### src/rtl/calib_pkg.sv
// calib_pkg: shared constants, FSM states and {X,Y} entry helpers for the calibration LUT
package calib_pkg;
  localparam int CALIB_M = 16;
  localparam int CALIB_N = 16;
  localparam int CALIB_DEPTH = 16;
  localparam int CALIB_AW = 4;
  typedef enum logic [1:0] {IDLE, LOAD, DONE} calib_state_t;
  function automatic logic [CALIB_M+CALIB_N-1:0] calib_pack(input logic [CALIB_M-1:0] x, input logic [CALIB_N-1:0] y);
    return {x, y};
  endfunction
  function automatic logic [CALIB_M-1:0] calib_x(input logic [CALIB_M+CALIB_N-1:0] e);
    return e[CALIB_M+CALIB_N-1:CALIB_N];
  endfunction
  function automatic logic [CALIB_N-1:0] calib_y(input logic [CALIB_M+CALIB_N-1:0] e);
    return e[CALIB_N-1:0];
  endfunction
endpackage

### src/rtl/calib_lut_ram.sv
// calib_lut_ram: DEPTH x W table, one sync write port, one sync read-before-write read port
module calib_lut_ram #(
  parameter int W = 32,
  parameter int DEPTH = 16,
  parameter int AW = 4
) (
  input  logic          clock,
  input  logic          reset,
  input  logic          we,
  input  logic [AW-1:0] wa,
  input  logic [W-1:0]  wd,
  input  logic [AW-1:0] ra,
  output logic [W-1:0]  rd
);
  logic [W-1:0] mem [DEPTH];
  // storage write; contents survive reset
  always_ff @(posedge clock)
    if (we) mem[wa] <= wd;
  // registered read sees the pre-write contents on an address collision
  always_ff @(posedge clock)
    rd <= reset ? '0 : mem[ra];
endmodule

### src/rtl/calib_lut_loader.sv
// calib_lut_loader: streams DEPTH monotonic (X,Y) pairs into the calibration LUT and serves reads
module calib_lut_loader import calib_pkg::*; #(
  parameter int M = CALIB_M,
  parameter int N = CALIB_N,
  parameter int DEPTH = CALIB_DEPTH,
  parameter int AW = CALIB_AW
) (
  input  logic          clock,
  input  logic          reset,
  input  logic          start_load,
  input  logic          in_valid,
  output logic          in_ready,
  input  logic [M-1:0]  in_x,
  input  logic [N-1:0]  in_y,
  output logic          table_valid,
  output logic          done,
  output logic          error,
  output logic [AW:0]   count,
  input  logic [AW-1:0] rd_addr,
  output logic [M+N-1:0] rd_data
);
  calib_state_t state, state_n;
  logic [M-1:0] last_x;
  logic accept, mono, we, last, clr;
  // state register
  always_ff @(posedge clock)
    state <= reset ? IDLE : state_n;
  // next state and handshake decode
  always_comb begin
    in_ready = state == LOAD && !start_load;
    accept = in_valid && in_ready;
    mono = count == '0 || $signed(in_x) > $signed(last_x);
    we = accept && mono;
    last = count == (AW+1)'(DEPTH-1);
    done = state == DONE;
    clr = start_load && state != DONE;
    state_n = state == IDLE ? (start_load ? LOAD : IDLE) :
              state == DONE ? IDLE :
              start_load ? LOAD :
              accept && !mono ? IDLE :
              we && last ? DONE : LOAD;
  end
  // load bookkeeping: pair count, last X, sticky error and table validity
  always_ff @(posedge clock)
    if (reset) begin
      count <= '0;
      last_x <= '0;
      error <= 1'b0;
      table_valid <= 1'b0;
    end else begin
      if (clr) begin
        count <= '0;
        error <= 1'b0;
        table_valid <= 1'b0;
      end
      if (we) begin
        last_x <= in_x;
        count <= count + 1'b1;
      end
      if (accept && !mono) error <= 1'b1;
      if (done) table_valid <= 1'b1;
    end
  calib_lut_ram #(.W(M+N), .DEPTH(DEPTH), .AW(AW)) u_ram (
    .clock(clock),
    .reset(reset),
    .we(we),
    .wa(count[AW-1:0]),
    .wd({in_x, in_y}),
    .ra(rd_addr),
    .rd(rd_data)
  );
endmodule

### config.mk
export PLATFORM = sky130hd
export DESIGN_NAME = calib_lut_loader
export DESIGN_NICKNAME = d
export VERILOG_FILES = /design/src/rtl/calib_pkg.sv /design/src/rtl/calib_lut_ram.sv /design/src/rtl/calib_lut_loader.sv
export SDC_FILE = /design/constraint.sdc
export NUM_CORES = 1
export LEC_CHECK = 0
export BUFFER_PORTS_ARGS = -buffer_cell sky130_fd_sc_hd__buf_2
export CAP_MARGIN = 20
export CORE_ASPECT_RATIO = 1.4
export CORE_MARGIN = 4
export CORE_UTILIZATION = 59
export CTS_CLUSTER_DIAMETER = 60
export CTS_CLUSTER_SIZE = 40
export DETAILED_ROUTE_END_ITERATION = 10
export PLACE_DENSITY_LB_ADDON = 0.12
export SETUP_SLACK_MARGIN = 0.15
export SLEW_MARGIN = 20
export SYNTH_ARGS = -nofsm -noshare
export SYNTH_HDL_FRONTEND = slang
export SYNTH_HIERARCHICAL = 1
export SYNTH_SLANG_ARGS = --single-unit
### constraint.sdc
create_clock -name clock -period 6.75 [get_ports clock]
set_input_delay 0 -clock clock [delete_from_list [all_inputs] [get_ports clock]]
set_output_delay 0 -clock clock [all_outputs]
set_load 0.005 [all_outputs]
==> impl_metrics.py <==
metrics = {
    "status": {
        "status": "finished, final reports clean",
    },
    "cts": {
        "cts_tree": "yes",
        "cts_setup_buffers": 0,
        "htreeDepth": 1,
        "clock-sinks": 569,
        "numCtsBuffers": 30,
        "ctsRootBufferMaster": "clkbuf_16",
        "clkLatencyLatePin_ns": 0.60,
        "clk_path_buf_depth": 3,
        "path_clk_slew_ns": 0.11,
    },
    "timing": {
        "drv_slew": 0,
        "final_hold_viol_count": 0,
        "fmax_mhz": 256,
        "setup_viol": 0,
        "min_period_over_period": 0.579,
        "max_slew_margin": 0.324,
        "fin_skew_ns": 0.0246,
        "rsz0062_at_grt": "false",
        "period_minus_slack_ns": 3.91,
        "holdWs_ns": 0.196,
        "worstMarginPinSlew_ns": 1.01,
        "setup_tns_ns": 0,
    },
    "route": {
        "wl_um": 45700,
        "ant_nets": 0,
        "num_vias": 11524,
        "drtPass1Iterations": 5,
        "via_per_inst": 6.16,
        "met2RoutedLength_um": 23000,
        "drcViolationCount": 0,
        "drtIter0Drc": 1051,
        "wl_per_cell_um": 24.4,
        "top_layer": "met4",
        "m1WireLength_um": 19100,
        "routed-wl-met3_um": 2690,
    },
    "logic_synthesis": {
        "synth_edf_count": 512,
        "yosysMostFrequentCell": "edfxtp_1",
        "syn_nets": 1332,
        "synth_top_area_frac": 0.693,
        "ys_seq_elements": 569,
        "async_flop_share": 0,
        "synth_cell_types": 45,
        "syn_inst": 1273,
        "synth.avg_cell_area_um2": 17.4,
        "seq_area_frac_synth": 0.745,
        "synth_common_cells": "edfxtp_1 (512), mux2i_1 (272), a22oi_1 (129)",
        "synthTopCellsByArea": "edfxtp_1 (69%), mux2i_1 (12%), dfxtp_1 (5.1%)",
        "ys.flop_type": "edfxtp_1",
        "synth_top_area_cell": "edfxtp_1",
        "yosys_warnings": 6,
        "netlist_area_mm2": 0.0222,
    },
    "cells_and_area": {
        "drive_gt1_frac": 0.135,
        "diodes": 0,
        "area_delta_synth_final_pct": 10.3,
        "stdcell_area_mm2": 0.0245,
        "layout.nets": 1440,
    },
    "min_path": {
        "min_from": "rd_addr[0]",
        "whs_path_depth": 5,
        "min_path_type": "in2reg",
        "worstHoldEndpoint": "u_ram/rd[7]",
    },
    "grt": {
        "antenna_found_initial": 0,
        "grt_max_degree": 125,
        "grt_pass1_vias": 11662,
        "overflow": 0,
        "grt_usage": 0.223,
        "grt_pass1_wl_um": 69100,
    },
    "setup_path": {
        "crit_arrival_ns": 4.15,
        "cp-start-kind": "register",
        "r2r_end": "u_ram/mem[15][8]",
        "reg2reg_depth": 10,
        "critPathRequiredTime_ns": 6.99,
        "r2r-start": "count[0]",
        "critPathMaxFanout": 23,
        "crit_type": "reg2reg",
        "reg2reg_slack_ns": 2.84,
        "end_kind": "register",
    },
    "placed_design": {
        "numPortBuffers": 80,
        "hpwl_um": 23900,
        "gp_congestion": 0.805,
        "placed_area_mm2": 0.0229,
    },
    "power": {
        "power_density_mw_per_mm2": 262,
        "power.leakage_nw": 8.67,
        "ir_drop_v": 0.000195,
        "finalPower_mw": 6.41,
    },
    "floorplan": {
        "die_w_um": 172,
        "fp.coreArea_mm2": 0.0369,
        "die-height_um": 237,
        "initial_core_util": 0.601,
        "num_rows": 83,
        "dieArea_mm2": 0.0408,
        "io_pins": 81,
    },
    "flow_run": {
        "maxCapViolCount": 0,
    },
}
==> report_power, final <==
group          total (mW)  internal, mW  leakage, nW  switching [mW]
sequential           3.86          3.85         5.07         0.00821
combinational       0.339         0.129         3.05           0.210
clock                2.21         0.956        0.548            1.25
==> critical path, cell delays in order, from the launching register on <==
cell      delay, ns
dfxtp_1        0.46
inv_1          0.17
ha_1           0.16
nor4b_2        0.33
and4b_1        0.26
a21oi_2        0.19
o211ai_4       0.16
inv_4          0.32
nand3_1        0.36
nor2_4         0.62
buf_4          0.51
==> flip-flops by register name, indices dropped and copies added, names as in the netlist <==
name,count
state,2
u_ram/mem,512
last_x,16
error,1
table_valid,1
count,5
u_ram/rd,32
==> cell type report <==
type	count	area [µm²]
timing repair buffer	144	1040
multi-input combinational	613	5090
clock inverter	24	372
sequential	569	16500
clock buffer	31	776
inverter	23	88.8
fill	2512	12400
tap	467	584
==> kinds of logic after synthesis <==
| logic type | count (synthesis) | share of synthesized area |
|---|---|---|
| muxes | 272 | 0.123 |
| DFF | 569 | 0.745 |
| adders and majority gates | 19 | 0.0107 |
| buffers and inverters | 91 | 0.0326 |
| and+or+nand+nor | 170 | 0.0375 |
| AOI/OAI and AO/OA | 152 | 0.0515 |
==> worst max path at each step <==
stage / endpoint / depth (start not counted) / from
floorplan: u_ram/mem[0][0] / 10 / last_x[6]
global placement: u_ram/mem[4][8] / 10 / last_x[7]
detailed placement: u_ram/mem[4][3] / 10 / count[0]
CTS: u_ram/mem[4][4] / 10 / count[0]
global route: u_ram/mem[15][8] / 10 / count[0]
finish: u_ram/mem[15][8] / 10 / count[0]
==> routing by layer <==
metal | vias to the layer above | track usage
li1 | 5213 | -
met1 | 5897 | 0.318
met2 | 357 | 0.378
met3 | 57 | 0.0213
met4 | 0 | 0.0496
met5 | - | 0
==> placed cells by master (no fill, tap or decap), types with 2 or more instances in the layout <==
master	synthesis	final
edfxtp_1	512	512
mux2i_1	272	272
a22oi_1	129	129
buf_2	24	79
nand3_1	69	69
dfxtp_1	57	57
nand2_1	37	37
dlygate4sd3_1	0	37
clkbuf_16	0	31
buf_4	3	23
inv_1	22	22
ha_1	19	19
nor2_1	31	18
nor2_4	0	14
inv_12	0	9
a21oi_1	7	7
clkinv_8	0	6
nand2b_1	4	4
nand3b_1	4	4
inv_8	0	4
nand4_1	3	3
nor3_2	0	3
nor2b_4	0	3
buf_12	12	3
o21a_1	2	2
o2111ai_1	2	2
a21o_1	2	2
nor3b_1	2	2
nor3_1	6	2
inv_16	0	2
==> stage by stage <==
stage / setup slack (ns) / util / std cells
2_1_floorplan: 1.92 / - / 1273
3_3_place_gp: 2.80 / 0.620 / 1776
3_5_place_dp: 2.64 / 0.621 / 1778
4_1_cts: 2.63 / 0.663 / 1870
5_1_grt: 2.60 / 0.664 / 1871
6_report: 2.84 / 0.664 / 1871
==> repair_timing <==
action                                 in CTS  in global routing
endpoints found under the hold margin     550                  0
setup endpoints to repair                   0                  0
hold buffers                               37                  0
gates resized for setup                     0                  0
Power figures use the tool's default switching activity.
